`src/rtl/ram_access_arbiter.sv`:
```
// ram_access_arbiter
// Serialises host (UART controller) and engine (CORDIC sqrt) accesses onto a
// single-port block RAM. Each transaction is one registered strobe followed by
// a one-cycle acknowledge; reads wait RD_LAT cycles for the RAM data.
// Optional macro ARB_ROUND_ROBIN_EN: when defined, ties alternate between the
// two ports; when undefined, the host always wins a tie (fixed priority).
module ram_access_arbiter #(
    parameter int ADDR_W = 16,
    parameter int DATA_W = 16,
    parameter int RD_LAT = 1    // legal range 1..3
) (
    input  logic              clk,
    input  logic              reset,
    input  logic              h_req,
    input  logic              h_we,
    input  logic [ADDR_W-1:0] h_addr,
    input  logic [DATA_W-1:0] h_wdata,
    output logic              h_ack,
    output logic [DATA_W-1:0] h_rdata,
    input  logic              e_req,
    input  logic              e_we,
    input  logic [ADDR_W-1:0] e_addr,
    input  logic [DATA_W-1:0] e_wdata,
    output logic              e_ack,
    output logic [DATA_W-1:0] e_rdata,
    output logic              ram_en,
    output logic              ram_we,
    output logic [ADDR_W-1:0] ram_addr,
    output logic [DATA_W-1:0] ram_wdata,
    input  logic [DATA_W-1:0] ram_rdata,
    output logic              busy,
    output logic              gnt_id
);

    typedef enum logic [1:0] {ST_IDLE, ST_ISSUE, ST_WAIT, ST_ACK} state_t;

    localparam logic [1:0] LAT_INIT = 2'(RD_LAT);

    state_t            state_reg, state_next;
    logic [1:0]        cnt_reg, cnt_next;

    logic              ram_en_reg, ram_en_next;
    logic              ram_we_reg, ram_we_next;
    logic [ADDR_W-1:0] ram_addr_reg, ram_addr_next;
    logic [DATA_W-1:0] ram_wdata_reg, ram_wdata_next;
    logic              h_ack_reg, h_ack_next;
    logic              e_ack_reg, e_ack_next;
    logic [DATA_W-1:0] h_rdata_reg, h_rdata_next;
    logic [DATA_W-1:0] e_rdata_reg, e_rdata_next;
    logic              gnt_reg, gnt_next;
    logic              busy_reg, busy_next;

    logic              any_req;
    logic              win_engine;

    assign any_req = h_req | e_req;

`ifdef ARB_ROUND_ROBIN_EN
    logic last_reg;

    // Tie goes to the port that did not win the previous grant.
    always_comb win_engine = e_req & (~h_req | ~last_reg);

    // Remember the most recent winner; starts as engine so the host wins the first tie.
    always_ff @(posedge clk) begin
        if (!reset)
            last_reg <= 1'b1;
        else if (state_reg == ST_IDLE && any_req)
            last_reg <= win_engine;
    end
`else
    // Fixed priority: the engine only wins when the host is not requesting.
    always_comb win_engine = e_req & ~h_req;
`endif

    // State and read-latency counter registers.
    always_ff @(posedge clk) begin
        if (!reset) begin
            state_reg <= ST_IDLE;
            cnt_reg   <= '0;
        end else begin
            state_reg <= state_next;
            cnt_reg   <= cnt_next;
        end
    end

    // Next-state logic; a write skips WAIT, a read spends RD_LAT cycles there.
    always_comb begin
        state_next = state_reg;
        cnt_next   = cnt_reg;
        case (state_reg)
            ST_IDLE:  if (any_req) state_next = ST_ISSUE;
            ST_ISSUE: begin
                if (ram_we_reg) begin
                    state_next = ST_ACK;
                end else begin
                    state_next = ST_WAIT;
                    cnt_next   = LAT_INIT;
                end
            end
            ST_WAIT: begin
                cnt_next = cnt_reg - 2'd1;
                if (cnt_reg == 2'd1) state_next = ST_ACK;
            end
            ST_ACK:   state_next = ST_IDLE;
            default:  state_next = ST_IDLE;
        endcase
    end

    // Next values for the registered outputs, so nothing on the ports is combinational.
    always_comb begin
        ram_en_next    = 1'b0;
        ram_we_next    = 1'b0;
        ram_addr_next  = ram_addr_reg;
        ram_wdata_next = ram_wdata_reg;
        h_ack_next     = 1'b0;
        e_ack_next     = 1'b0;
        h_rdata_next   = h_rdata_reg;
        e_rdata_next   = e_rdata_reg;
        gnt_next       = gnt_reg;
        busy_next      = (state_next != ST_IDLE);
        case (state_reg)
            ST_IDLE: begin
                if (any_req) begin
                    ram_en_next = 1'b1;
                    gnt_next    = win_engine;
                    if (win_engine) begin
                        ram_we_next    = e_we;
                        ram_addr_next  = e_addr;
                        ram_wdata_next = e_wdata;
                    end else begin
                        ram_we_next    = h_we;
                        ram_addr_next  = h_addr;
                        ram_wdata_next = h_wdata;
                    end
                end
            end
            ST_ISSUE: begin
                if (ram_we_reg) begin
                    h_ack_next = ~gnt_reg;
                    e_ack_next = gnt_reg;
                end
            end
            ST_WAIT: begin
                if (cnt_reg == 2'd1) begin
                    h_ack_next = ~gnt_reg;
                    e_ack_next = gnt_reg;
                    if (gnt_reg) e_rdata_next = ram_rdata;
                    else         h_rdata_next = ram_rdata;
                end
            end
            default: ;
        endcase
    end

    // Output registers; reset clears everything, abandoning any transaction in flight.
    always_ff @(posedge clk) begin
        if (!reset) begin
            ram_en_reg    <= 1'b0;
            ram_we_reg    <= 1'b0;
            ram_addr_reg  <= '0;
            ram_wdata_reg <= '0;
            h_ack_reg     <= 1'b0;
            e_ack_reg     <= 1'b0;
            h_rdata_reg   <= '0;
            e_rdata_reg   <= '0;
            gnt_reg       <= 1'b0;
            busy_reg      <= 1'b0;
        end else begin
            ram_en_reg    <= ram_en_next;
            ram_we_reg    <= ram_we_next;
            ram_addr_reg  <= ram_addr_next;
            ram_wdata_reg <= ram_wdata_next;
            h_ack_reg     <= h_ack_next;
            e_ack_reg     <= e_ack_next;
            h_rdata_reg   <= h_rdata_next;
            e_rdata_reg   <= e_rdata_next;
            gnt_reg       <= gnt_next;
            busy_reg      <= busy_next;
        end
    end

    assign ram_en    = ram_en_reg;
    assign ram_we    = ram_we_reg;
    assign ram_addr  = ram_addr_reg;
    assign ram_wdata = ram_wdata_reg;
    assign h_ack     = h_ack_reg;
    assign e_ack     = e_ack_reg;
    assign h_rdata   = h_rdata_reg;
    assign e_rdata   = e_rdata_reg;
    assign gnt_id    = gnt_reg;
    assign busy      = busy_reg;

endmodule

```
`config.mk`:
```
export PLATFORM = sky130hd
export DESIGN_NAME = ram_access_arbiter
export DESIGN_NICKNAME = d
export VERILOG_FILES = /design/src/rtl/ram_access_arbiter.sv
export SDC_FILE = /design/constraint.sdc
export NUM_CORES = 1
export LEC_CHECK = 0
export BUFFER_PORTS_ARGS = -buffer_cell sky130_fd_sc_hd__buf_4
export CAP_MARGIN = 25
export CELL_PAD_IN_SITES_DETAIL_PLACEMENT = 0
export CELL_PAD_IN_SITES_GLOBAL_PLACEMENT = 1
export CORE_MARGIN = 2
export CORE_UTILIZATION = 31
export DETAILED_ROUTE_END_ITERATION = 7
export GPL_TIMING_DRIVEN = 0
export PLACE_DENSITY_LB_ADDON = 0.1
export RECOVER_POWER = 25
export SYNTH_ARGS = -nofsm -noshare
export SYNTH_HDL_FRONTEND = slang
export SYNTH_SLANG_ARGS = --single-unit
```
`constraint.sdc`:
```
create_clock -name clk -period 1.6 [get_ports clk]
set_clock_uncertainty 0.1 [all_clocks]
set_input_delay 0 -clock clk [delete_from_list [all_inputs] [get_ports clk]]
set_output_delay 0 -clock clk [all_outputs]
set_load 0.01 [all_outputs]
```
=== Word level (Yosys, flattened, before mapping) ===
Index checks and enable logic that the tools add are counted.

* Register bits: 74
* Latch bits: 0
* RAM bits: 0
* ROM bits: 0
* Output and inout port bits: 70
* Word-level logic and storage cells: 47
* Memories: 0

* Add/sub/neg operators: 1
* Multipliers: 0
* Div/mod/pow operators: 0
* Magnitude comparators: 0
* Equality and inequality tests: 5
* Shift operators: 0
* Muxes and demuxes: 16
* Bitwise gates (word level): 4
* Reductions and logical operators: 9

{| class="wikitable"
|+ Operator list
! operator !! number
|-
| 16-bit 2-to-1 mux || 2
|-
| 3-bit AND reduction || 3
|-
| 2-bit one-hot mux with 4 select lines || 1
|-
| 1-bit 2-to-1 mux || 7
|-
| 2-bit 2-to-1 mux || 3
|-
| 2-bit AND reduction || 3
|-
| 2-bit by 1-bit == test with 1-bit output (second input constant) || 2
|-
| 2-bit == test (second input constant) || 2
|-
| 1-bit one-hot mux with 2 select lines || 2
|-
| 2-bit one-hot mux with 2 select lines || 1
|-
| 2-bit nonzero test || 2
|-
| 2-bit logical NOT || 1
|-
| 2-bit inequality test (second input constant) || 1
|-
| 1-bit NOT || 2
|-
| 2-bit by 1-bit subtractor with 2-bit output (second input constant) || 1
|-
| 1-bit bitwise AND || 1
|-
| 1-bit OR || 1
|}

=== Depth between registers and ports, before layout ===
Gate-level depths: netlist of run 1.

* Depth in word-level cells: 4
* Gate-level depth with buffers: 8

=== Worst setup path after synthesis of run 1 ===
No wires, ideal clock.

* Path kind: reg-to-reg
* From: register state_reg[0]
* To: register e_rdata_reg[10] (netlist: e_rdata[10])
* Setup time: 0.116 ns
* Arrival time: 1.247 ns
* Setup slack: 0.137 ns
* Cell stages (with the launch flop): 9
* Cell sequence: dfxtp_1 inv_1 ha_1 buf_4 and3_1 buf_4 buf_6 nand2_1 a21boi_1

* Word-level cells in the longest chain between the ends: 2

{| class="wikitable"
|+ RTL lines
! item !! RTL line !! source
|-
| start, declared || 39 || <nowiki>state_t state_reg, state_next;</nowiki>
|-
| start signal, assigned || 82 || <nowiki>state_reg <= state_next;</nowiki>
|-
| 2-bit == test || 122 || <nowiki>case (state_reg)</nowiki>
|-
| 3-bit AND reduction (no source line) || -- ||
|-
| end signal, assigned || 177 || <nowiki>e_rdata_reg <= e_rdata_next;</nowiki>
|-
| end, declared || 49 || <nowiki>logic [DATA_W-1:0] e_rdata_reg, e_rdata_next;</nowiki>
|}

Every way passes these cells.
A chain may end at the register's enable or synchronous reset.

=== Final worst setup path of run 1 ===
* From: register state_reg[0]
* To: register e_rdata_reg[13] (netlist: e_rdata[13])

Same word-level chain as after synthesis.

==> results.py, run 1 <==
metrics = {
    "placement": {
        "weighted_congestion_at_the_end_of_routability_driven_global_placement": 0.739,
        "place.detailed.hpwl_um": 6600,
        "io_buffers": 155,
        "dp.cells": 657,
    },
    "synthesis": {
        "yosysSeqAreaShare": 0.488,
        "synthesis.nets": 459,
        "synth.lib_cells_used.distinct": 29,
        "synth.area.top_cells": "sky130_fd_sc_hd__dfxtp_1, sky130_fd_sc_hd__nand2_1, sky130_fd_sc_hd__a31oi_1, sky130_fd_sc_hd__o21ai_0, sky130_fd_sc_hd__a21boi_1",
        "ys_seq_elements": 74,
        "post-synth-top-area-cell": "sky130_fd_sc_hd__dfxtp_1",
        "synth.avg_cell_area_um2": 8.23,
        "yosysWarningCount": 0,
        "mappedNetlistArea_um2": 3040,
        "synthesis.instances": 369,
        "synth_top_area_share": 0.488,
    },
    "detailed_routing": {
        "routed_wire_length_per_instance_um": 13.2,
        "route.detailed.drc": 0,
        "routed_wl_um": 10000,
        "route.vias.total": 3414,
        "ant_nets": 0,
        "post_drt_via_cell_ratio": 4.51,
        "drt_first_iter_violations": 95,
        "drtPass1Iterations": 4,
    },
    "cts": {
        "clk_latency_ns": 0.34,
        "htree_num_levels": 3,
        "cts_sinks": 74,
        "clockRootBuffer": "sky130_fd_sc_hd__clkbuf_8",
        "tritoncts_clock_tree": "yes",
        "number_of_buffers_created_by_cts": 9,
        "clk_pin_slew_ns": 0.08,
        "cts-root-to-sink-buffers": 2,
    },
    "pwr": {
        "power_per_cell_area_nw_per_um2": 1170,
        "worst_vdd_drop_mv": 0.592,
        "cellLeakagePower_nw": 2.30,
    },
    "setup_path": {
        "timing_worst_setup_path_type": "reg -> reg",
        "cp-start-kind": "flop",
        "crit_path_end_kind": "flop",
        "timing.critical_path.required_ns": 1.73,
        "critical_path.max_fanout": 9,
        "reg2reg_depth": 8,
        "cp.arrival_ns": 1.66,
    },
    "global_routing": {
        "largest_net_degree_at_the_start_of_global_routing": 17,
        "global_route_total_overflow": 0,
        "globalRouteTotalUtil": 0.186,
        "grt_first_pass_wirelength_um": 15600,
        "antenna_found_initial": 0,
        "number_of_global_route_vias_before_repair": 3379,
    },
    "cells_and_area": {
        "antenna-diode-count": 0,
        "share_of_cells_above_drive_strength_1": 0.266,
        "final_net_count": 709,
        "final_core_util": 0.557,
        "fin_cells": 757,
        "mostFrequentLayoutCell": "sky130_fd_sc_hd__nand2_1",
        "most_frequent_cells_in_the_layout": "sky130_fd_sc_hd__nand2_1, sky130_fd_sc_hd__buf_4, sky130_fd_sc_hd__dlygate4sd3_1",
        "flow.area_growth_from_synthesis_pct": 76.8,
    },
    "die": {
        "die_area_um2": 10600,
        "num_io_pins": 156,
        "placement_rows": 36,
        "chipHeight_um": 103,
        "die_span_in_x_um": 103,
        "floorplan.initialDensity": 0.315,
        "coreArea_um2": 9640,
    },
    "timing": {
        "grt_setup_unrepaired": "no",
        "hold_violations": 0,
        "setup_viol": 0,
        "slew_viols_final": 0,
        "fmax_mhz": 656,
        "finalCritPeriodShare": 0.952,
        "actual_slew_at_the_worst_max_slew_pin_ns": 0.434,
        "period_needed_ns": 1.52,
        "max-slew-margin-rel": 0.711,
    },
    "job": {
        "maxCapViolCount": 0,
    },
    "hold_path": {
        "hold_crit_class": "reg -> reg",
        "worst_hold_path.num_cells": 2,
    },
    "run_status": {
        "outcome": "completed",
    },
}
[kinds of logic (layout without fill, tap and decap cells)]
| group | count (synthesis) | in the layout | share of synthesized area |
|---|---|---|---|
| DFF | 74 | 74 | 0.488 |
| and+or+nand+nor | 152 | 152 | 0.201 |
| buffers and inverters | 33 | 288 | 0.0729 |
| AOI/OAI and AO/OA | 105 | 105 | 0.218 |
| adders and majority gates | 4 | 4 | 0.0165 |
| muxes | 1 | 1 | 0.00330 |
[Yosys cell counts (all sizes together)]
cell type,n
nand3b,2
a21oi,1
nand3,3
nor3b,1
dfxtp,74
nand2,134
ha,4
nor2,3
a31oi,32
o21a,2
o21ai,34
a31o,1
buf,23
nand2b,1
inv,4
a21boi,35
clkbuf,6
and2,2
mux2i,1
and3b,1
nor2b,1
nor3,2
and3,2
[final cells by class]
class	instances	area, um^2
fill	944	4270
timing repair buffer	241	1910
clock buffer	10	128
inverter	4	17.5
buffer	27	209
sequential	74	1480
multi-input combinational	262	1360
clock inverter	6	91.3
tap	133	166
[critical path, stage by stage, from the launching register on]
cell and delay [ns]:
sky130_fd_sc_hd__dfxtp_2 0.37, sky130_fd_sc_hd__inv_4 0.05, sky130_fd_sc_hd__ha_1 0.19, sky130_fd_sc_hd__buf_6 0.14
sky130_fd_sc_hd__and3_1 0.17, sky130_fd_sc_hd__buf_6 0.14, sky130_fd_sc_hd__clkbuf_16 0.15, sky130_fd_sc_hd__nand2_1 0.06
sky130_fd_sc_hd__a21boi_1 0.05
[power breakdown]
group	internal, mW	switching [mW]	leakage [nW]
sequential	2.24	0.213	0.606
combinational	1.08	1.14	1.58
clock	0.885	0.718	0.110
[final timing paths]
kind                      from           to  slack, ns
hold / removal     e_rdata[13]  e_rdata[13]       0.35
hold reg to reg    e_rdata[13]  e_rdata[13]       0.35
setup / recovery  state_reg[0]  e_rdata[13]       0.08
setup reg to reg  state_reg[0]  e_rdata[13]       0.08
[through the flow]
stage	hold slack (ns)	worst slack (ns)	TNS [ns]	area [um^2]	power (mW)
3_5_place_dp	0.165	-0.0681	-0.538	4370	4.60
5_1_grt	0.362	0.00361	0	5370	6.72
4_1_cts	0.346	0.00820	0	5440	6.40
6_report	0.354	0.0762	0	5370	6.27
3_3_place_gp	0.161	-0.0380	-0.336	4370	4.59
2_1_floorplan	0.0348	0.137	0	3040	3.58
[timing repair]
item	CTS	global route
gates cloned	0	1
hold buffers	85	0
setup buffers	0	0
gates resized for setup	1	14
setup endpoints to repair	16	56
endpoints found under the hold margin	69	0
[layer usage]
metal / routed length (um) / vias up / part of all wire / GRT usage
met5: 0 / - / 0 / 0
met4: 202 / 0 / 0.020 / 0.0668
met3: 711 / 22 / 0.071 / 0.0658
met2: 4780 / 121 / 0.48 / 0.301
met1: 4320 / 1530 / 0.43 / 0.231
li1: - / 1741 / - / -
Note: power is estimated with default switching activity, not from simulation.
==> inputs of run 2 (changes only) <==
--- a/config.mk
+++ b/config.mk
@@ -13,8 +13,10 @@
 export CORE_UTILIZATION = 31
 export DETAILED_ROUTE_END_ITERATION = 7
 export GPL_TIMING_DRIVEN = 0
+export MAX_ROUTING_LAYER = met4
 export PLACE_DENSITY_LB_ADDON = 0.1
 export RECOVER_POWER = 25
 export SYNTH_ARGS = -nofsm -noshare
 export SYNTH_HDL_FRONTEND = slang
 export SYNTH_SLANG_ARGS = --single-unit
+export TNS_END_PERCENT = 5
==> run 2 against run 1 <==
Effect of this change:
- worst hold slack about the same
- combinational power up 2%
- final area up 0.61%
- critical path type unchanged
- flip-flop and latch count unchanged
- critical path depth unchanged
- routed wire length up 0.34%
- critical endpoint unchanged
- core utilization up 0.34 points
==> results.py, run 2 (synthesis gave the netlist of run 1 again) <==
metrics = {
    "run_status": {
        "outcome": "completed",
    },
    "cts": {
        "clk_latency_ns": 0.34,
        "clockRootBuffer": "sky130_fd_sc_hd__clkbuf_8",
        "htree_num_levels": 3,
        "clk_pin_slew_ns": 0.09,
        "number_of_buffers_created_by_cts": 9,
        "cts_sinks": 74,
        "cts-root-to-sink-buffers": 2,
        "tritoncts_clock_tree": "yes",
    },
    "hold_path": {
        "hold_crit_class": "reg -> reg",
        "worst_hold_path.num_cells": 2,
        "holdPathEnd": "e_rdata[13]",
        "worst_hold_startpoint": "e_rdata[13]",
    },
    "detailed_routing": {
        "routed_wire_length_per_instance_um": 13.2,
        "route.detailed.drc": 0,
        "drt_first_iter_violations": 84,
        "post_drt_via_cell_ratio": 4.53,
        "route.vias.total": 3444,
        "ant_nets": 0,
        "routed_wl_um": 10000,
        "drtPass1Iterations": 4,
    },
    "timing": {
        "hold_violations": 0,
        "finalWorstSetupSlack_ns": 0.0756,
        "finalCritPeriodShare": 0.953,
        "slew_viols_final": 0,
        "setup_viol": 0,
        "actual_slew_at_the_worst_max_slew_pin_ns": 0.422,
        "total_negative_setup_slack_ns": 0,
        "fmax_mhz": 656,
        "period_needed_ns": 1.52,
        "whs_ns": 0.355,
        "max-slew-margin-rel": 0.719,
        "grt_setup_unrepaired": "no",
    },
    "die": {
        "die_span_in_x_um": 103,
        "coreArea_um2": 9640,
        "chipHeight_um": 103,
        "floorplan.initialDensity": 0.315,
        "die_area_um2": 10600,
        "placement_rows": 36,
        "num_io_pins": 156,
    },
    "setup_path": {
        "cp-start-kind": "flop",
        "timing.critical_path.required_ns": 1.73,
        "regToRegSetupSlack_ns": 0.08,
        "r2r-end": "e_rdata[13]",
        "timing_worst_setup_path_type": "reg -> reg",
        "critical_path.max_fanout": 9,
        "reg2reg_depth": 8,
        "cp.arrival_ns": 1.66,
        "crit_path_end_kind": "flop",
        "rr_startpoint": "state_reg[0]",
    },
    "pwr": {
        "power_per_cell_area_nw_per_um2": 1170,
        "post-layout-total-power_mw": 6.34,
        "cellLeakagePower_nw": 2.31,
        "worst_vdd_drop_mv": 0.592,
    },
    "placement": {
        "place.detailed.hpwl_um": 6600,
        "weighted_congestion_at_the_end_of_routability_driven_global_placement": 0.748,
        "place_ws_ns": -0.0681,
        "io_buffers": 155,
    },
    "job": {
        "maxCapViolCount": 0,
    },
    "global_routing": {
        "number_of_global_route_vias_before_repair": 3377,
        "largest_net_degree_at_the_start_of_global_routing": 14,
        "globalRouteTotalUtil": 0.193,
        "grt_first_pass_wirelength_um": 15600,
        "antenna_found_initial": 0,
        "global_route_total_overflow": 0,
    },
    "cells_and_area": {
        "mostFrequentLayoutCell": "sky130_fd_sc_hd__nand2_1",
        "share_of_cells_above_drive_strength_1": 0.268,
        "flow.area_growth_from_synthesis_pct": 77.9,
        "num-fill-cells": 942,
        "most_frequent_cells_in_the_layout": "sky130_fd_sc_hd__nand2_1, sky130_fd_sc_hd__buf_4, sky130_fd_sc_hd__dlygate4sd3_1",
        "antenna-diode-count": 0,
        "final_net_count": 713,
    },
}
-- run 2: changes by cell type in the layout (fill, tap and decap cells not counted) --
cell,before,now
sky130_fd_sc_hd__o21ai_1,3,2
sky130_fd_sc_hd__buf_8,1,2
sky130_fd_sc_hd__buf_4,125,127
sky130_fd_sc_hd__and3b_1,0,1
sky130_fd_sc_hd__o21ai_0,31,32
sky130_fd_sc_hd__clkbuf_1,41,42
sky130_fd_sc_hd__and3b_2,1,0
-- run 2: how the worst max path moves through the flow --
stage,startpoint,endpoint,slack [ns],cells after the start
after floorplan,state_reg[0],e_rdata[10],0.14,8
after global placement,state_reg[0],e_rdata[8],-0.04,7
after detailed placement,state_reg[0],e_rdata[11],-0.07,7
after CTS,state_reg[0],h_rdata[12],0.01,8
after global routing,state_reg[0],e_rdata[14],0.003,8
final,state_reg[0],e_rdata[13],0.08,8
-- run 2: cell type report --
type / count / area [um^2] / share of cell area
Buffer: 29 / 231 / 0.0428
Clock buffer: 10 / 128 / 0.0236
Clock inverter: 6 / 91.3 / 0.0169
Inverter: 4 / 17.5 / 0.00324
Multi-Input combinational cell: 262 / 1360 / 0.252
Sequential cell: 74 / 1480 / 0.274
Tap cell: 133 / 166 / 0.0308
Timing Repair Buffer: 243 / 1920 / 0.356
-- run 2: per-layer routing --
metal	GRT usage	share of wire	wire, um
met4	0.0668	0.015	150
met1	0.240	0.44	4430
met3	0.0549	0.056	566
met5	-	0	0
met2	0.299	0.49	4900
-- run 2: timing repair --
action / 4_1_cts / 5_1_grt
endpoints found under the hold margin: 69 / 0
gates cloned: 0 / 1
hold buffers: 85 / 0
gates resized for setup: 2 / 14
setup buffers: 0 / 2
endpoints found under the setup margin: 16 / 50
-- run 2: power breakdown --
group	switching [mW]	leakage, nW	internal (mW)	total, mW
Combinational	1.14	1.60	1.13	2.27
Clock	0.725	0.110	0.885	1.61
Sequential	0.215	0.606	2.24	2.46
Total	2.08	2.31	4.25	6.34
-- run 2: stage by stage --
step,std cells,util,cell area [um^2]
after detailed placement,657,0.453,4370
final,761,0.560,5400
after global placement,657,0.453,4370
after global routing,761,0.560,5400
after CTS,758,0.565,5440
after floorplan,369,-,3040
-- run 2: critical path: stages, from the launching register on --
cell and delay (ns):
sky130_fd_sc_hd__dfxtp_2 0.37, sky130_fd_sc_hd__inv_4 0.05, sky130_fd_sc_hd__ha_1 0.19, sky130_fd_sc_hd__buf_6 0.14, sky130_fd_sc_hd__and3_1 0.17, sky130_fd_sc_hd__buf_6 0.14, sky130_fd_sc_hd__clkbuf_16 0.15, sky130_fd_sc_hd__nand2_1 0.06
sky130_fd_sc_hd__a21boi_1 0.05
==> inputs of run 3 (changes only) <==
--- a/config.mk
+++ b/config.mk
@@ -10,12 +10,13 @@
 export CELL_PAD_IN_SITES_DETAIL_PLACEMENT = 0
 export CELL_PAD_IN_SITES_GLOBAL_PLACEMENT = 1
 export CORE_MARGIN = 2
-export CORE_UTILIZATION = 31
+export CORE_UTILIZATION = 28
 export DETAILED_ROUTE_END_ITERATION = 7
 export GPL_TIMING_DRIVEN = 0
 export MAX_ROUTING_LAYER = met4
 export PLACE_DENSITY_LB_ADDON = 0.1
 export RECOVER_POWER = 25
+export SETUP_SLACK_MARGIN = 0.05
 export SYNTH_ARGS = -nofsm -noshare
 export SYNTH_HDL_FRONTEND = slang
 export SYNTH_SLANG_ARGS = --single-unit
==> constraint.sdc (replaced) <==
create_clock -name clk -period 1.2 [get_ports clk]
set_clock_uncertainty 0.1 [all_clocks]
set_input_delay 0 -clock clk [delete_from_list [all_inputs] [get_ports clk]]
set_output_delay 0 -clock clk [all_outputs]
set_load 0.01 [all_outputs]
==> run 3 against run 2 <==
Effect of this change:
- the run now ends with negative hold slack, negative setup slack left
- cell count grew 3.2%
- clock power grew 7%
- via count grew 1.6%
- worst hold slack lost 0.51 ns
- die area grew 10%
- critical path depth shrank 2
- highest routed layer unchanged
- routed wire length grew 5.9%
- total power grew 38%
==> results.py, run 3 (synthesis gave the netlist of run 1 again) <==
metrics = {
    "die": {
        "die_area_um2": 11700,
        "num_io_pins": 156,
        "coreArea_um2": 10700,
        "die_span_in_x_um": 108,
        "chipHeight_um": 108,
        "placement_rows": 38,
        "floorplan.initialDensity": 0.284,
    },
    "cts": {
        "htree_num_levels": 3,
        "tritoncts_clock_tree": "yes",
        "clockRootBuffer": "sky130_fd_sc_hd__clkbuf_8",
        "number_of_buffers_created_by_cts": 9,
        "cts-hold-fix-buffers": 84,
        "clk_pin_slew_ns": 0.08,
        "cts_sinks": 74,
        "clk_latency_ns": 0.34,
        "cts-root-to-sink-buffers": 2,
    },
    "run_status": {
        "outcome": "finished with violations",
        "violations": "negative hold slack, negative setup slack",
    },
    "timing": {
        "grt_setup_unrepaired": "yes",
        "fmax_mhz": 690,
        "finalCritPeriodShare": 1.21,
        "slew_viols_final": 0,
        "finalWorstSetupSlack_ns": -0.249,
        "max-slew-margin-rel": 0.680,
        "whs_ns": -0.153,
        "setup_viol": 72,
        "period_needed_ns": 1.45,
        "hold_violations": 3,
        "actual_slew_at_the_worst_max_slew_pin_ns": 0.480,
    },
    "cells_and_area": {
        "flow.area_growth_from_synthesis_pct": 88.1,
        "antenna-diode-count": 0,
        "design_area_um2": 5710,
        "final_net_count": 730,
        "share_of_cells_above_drive_strength_1": 0.347,
        "most_frequent_cells_in_the_layout": "sky130_fd_sc_hd__buf_4, sky130_fd_sc_hd__nand2_1, sky130_fd_sc_hd__dlygate4sd3_1",
        "num-fill-cells": 1008,
        "mostFrequentLayoutCell": "sky130_fd_sc_hd__buf_4",
        "fin_cells": 785,
    },
    "global_routing": {
        "globalRouteTotalUtil": 0.186,
        "number_of_global_route_vias_before_repair": 3506,
        "antenna_found_initial": 0,
        "global_route_total_overflow": 0,
        "largest_net_degree_at_the_start_of_global_routing": 12,
        "grt_first_pass_wirelength_um": 16400,
    },
    "pwr": {
        "p_switching_mw": 2.98,
        "worst_vdd_drop_mv": 0.813,
        "power_frac_comb": 0.425,
        "power_per_cell_area_nw_per_um2": 1540,
        "internal-power_mw": 5.79,
        "power_frac_clock": 0.196,
        "cellLeakagePower_nw": 2.49,
        "sw_frac_of_total": 0.340,
        "power.share.sequential": 0.380,
    },
    "setup_path": {
        "cp.arrival_ns": 1.59,
        "crit_path_end_kind": "flop",
        "regToRegSetupSlack_ns": -0.25,
        "reg2reg_depth": 6,
        "critical_path.max_fanout": 3,
        "timing_worst_setup_path_type": "reg -> reg",
        "cp-start-kind": "flop",
        "timing.critical_path.required_ns": 1.34,
    },
    "detailed_routing": {
        "routed_wire_length_per_instance_um": 13.5,
        "route.vias.total": 3499,
        "post_drt_via_cell_ratio": 4.46,
        "route.detailed.drc": 0,
        "ant_nets": 0,
        "drt_first_iter_violations": 144,
        "routed_wl_um": 10600,
        "drtPass1Iterations": 6,
    },
    "placement": {
        "weighted_congestion_at_the_end_of_routability_driven_global_placement": 0.723,
        "io_buffers": 155,
        "cell_area_placed_um2": 4410,
        "place_ws_ns": -0.383,
        "place.detailed.hpwl_um": 6830,
        "dp.cells": 664,
    },
    "hold_path": {
        "worst_hold_path.num_cells": 4,
        "hold_crit_class": "in -> reg",
    },
    "job": {
        "maxCapViolCount": 0,
    },
}
-- run 3: cell types whose count changed in the layout (fill, tap and decap cells not counted), moves of 12 or more --
cell	before	now
sky130_fd_sc_hd__buf_4	127	159
sky130_fd_sc_hd__o21ai_0	32	11
sky130_fd_sc_hd__o21ai_1	2	20
sky130_fd_sc_hd__clkbuf_1	42	26
sky130_fd_sc_hd__a21boi_0	14	1
sky130_fd_sc_hd__a21boi_1	21	33
-- run 3: layout make-up --
| class | instances | area, um^2 | share of cell area |
|---|---|---|---|
| timing repair buffer | 261 | 2170 | 0.381 |
| sequential | 74 | 1490 | 0.260 |
| multi-input combinational | 262 | 1450 | 0.254 |
| buffer | 28 | 241 | 0.0423 |
| tap | 140 | 175 | 0.0307 |
| clock buffer | 13 | 149 | 0.0261 |
| inverter | 4 | 17.5 | 0.00307 |
| clock inverter | 3 | 15.0 | 0.00263 |
-- run 3: repair_timing --
item                                    4_1_cts  5_1_grt
pin swaps                                    13        5
buffers inserted                             14        2
endpoints found under the setup margin       72       72
hold endpoints to repair                     69        3
gates cloned                                  6        0
gates resized for setup                      77        6
-- run 3: through the flow --
step	util	TNS [ns]	total power, mW
after floorplan	-	-7.30	4.83
after global placement	0.412	-17.56	6.20
after detailed placement	0.412	-18.30	6.20
after CTS	0.537	-10.39	8.81
after global routing	0.534	-14.54	9.37
final	0.534	-9.47	8.78
-- run 3: layer usage --
metal | vias up | track usage | part of all wire
met2 | 109 | 0.310 | 0.49
met5 | - | - | 0
met4 | 0 | 0.0934 | 0.021
met3 | 16 | 0.0325 | 0.047
li1 | 1782 | - | -
met1 | 1592 | 0.215 | 0.44
-- run 3: worst max-delay path, cell delays in order, from the launching register on --
cell                       delay [ns]
sky130_fd_sc_hd__dfxtp_2         0.36
sky130_fd_sc_hd__inv_2           0.05
sky130_fd_sc_hd__ha_4            0.16
sky130_fd_sc_hd__buf_4           0.13
sky130_fd_sc_hd__buf_4           0.14
sky130_fd_sc_hd__nand3b_1        0.17
sky130_fd_sc_hd__a31o_2          0.24
-- run 3: path summary, 6_finish.rpt --
path                 from           to
max reg2reg  state_reg[1]         busy
max          state_reg[1]         busy
min                 h_req       gnt_id
min reg2reg   h_rdata[12]  h_rdata[12]
-- run 3: power by group through the flow --
stage          Sequential (mW)  Clock, mW  Combinational [mW]
6_report                  3.33       1.72                3.73
5_1_grt                   3.40       1.90                4.07
3_5_place_dp              3.32          0                2.88
3_3_place_gp              3.31          0                2.89
2_1_floorplan             3.52          0                1.32
4_1_cts                   3.32       1.77                3.71
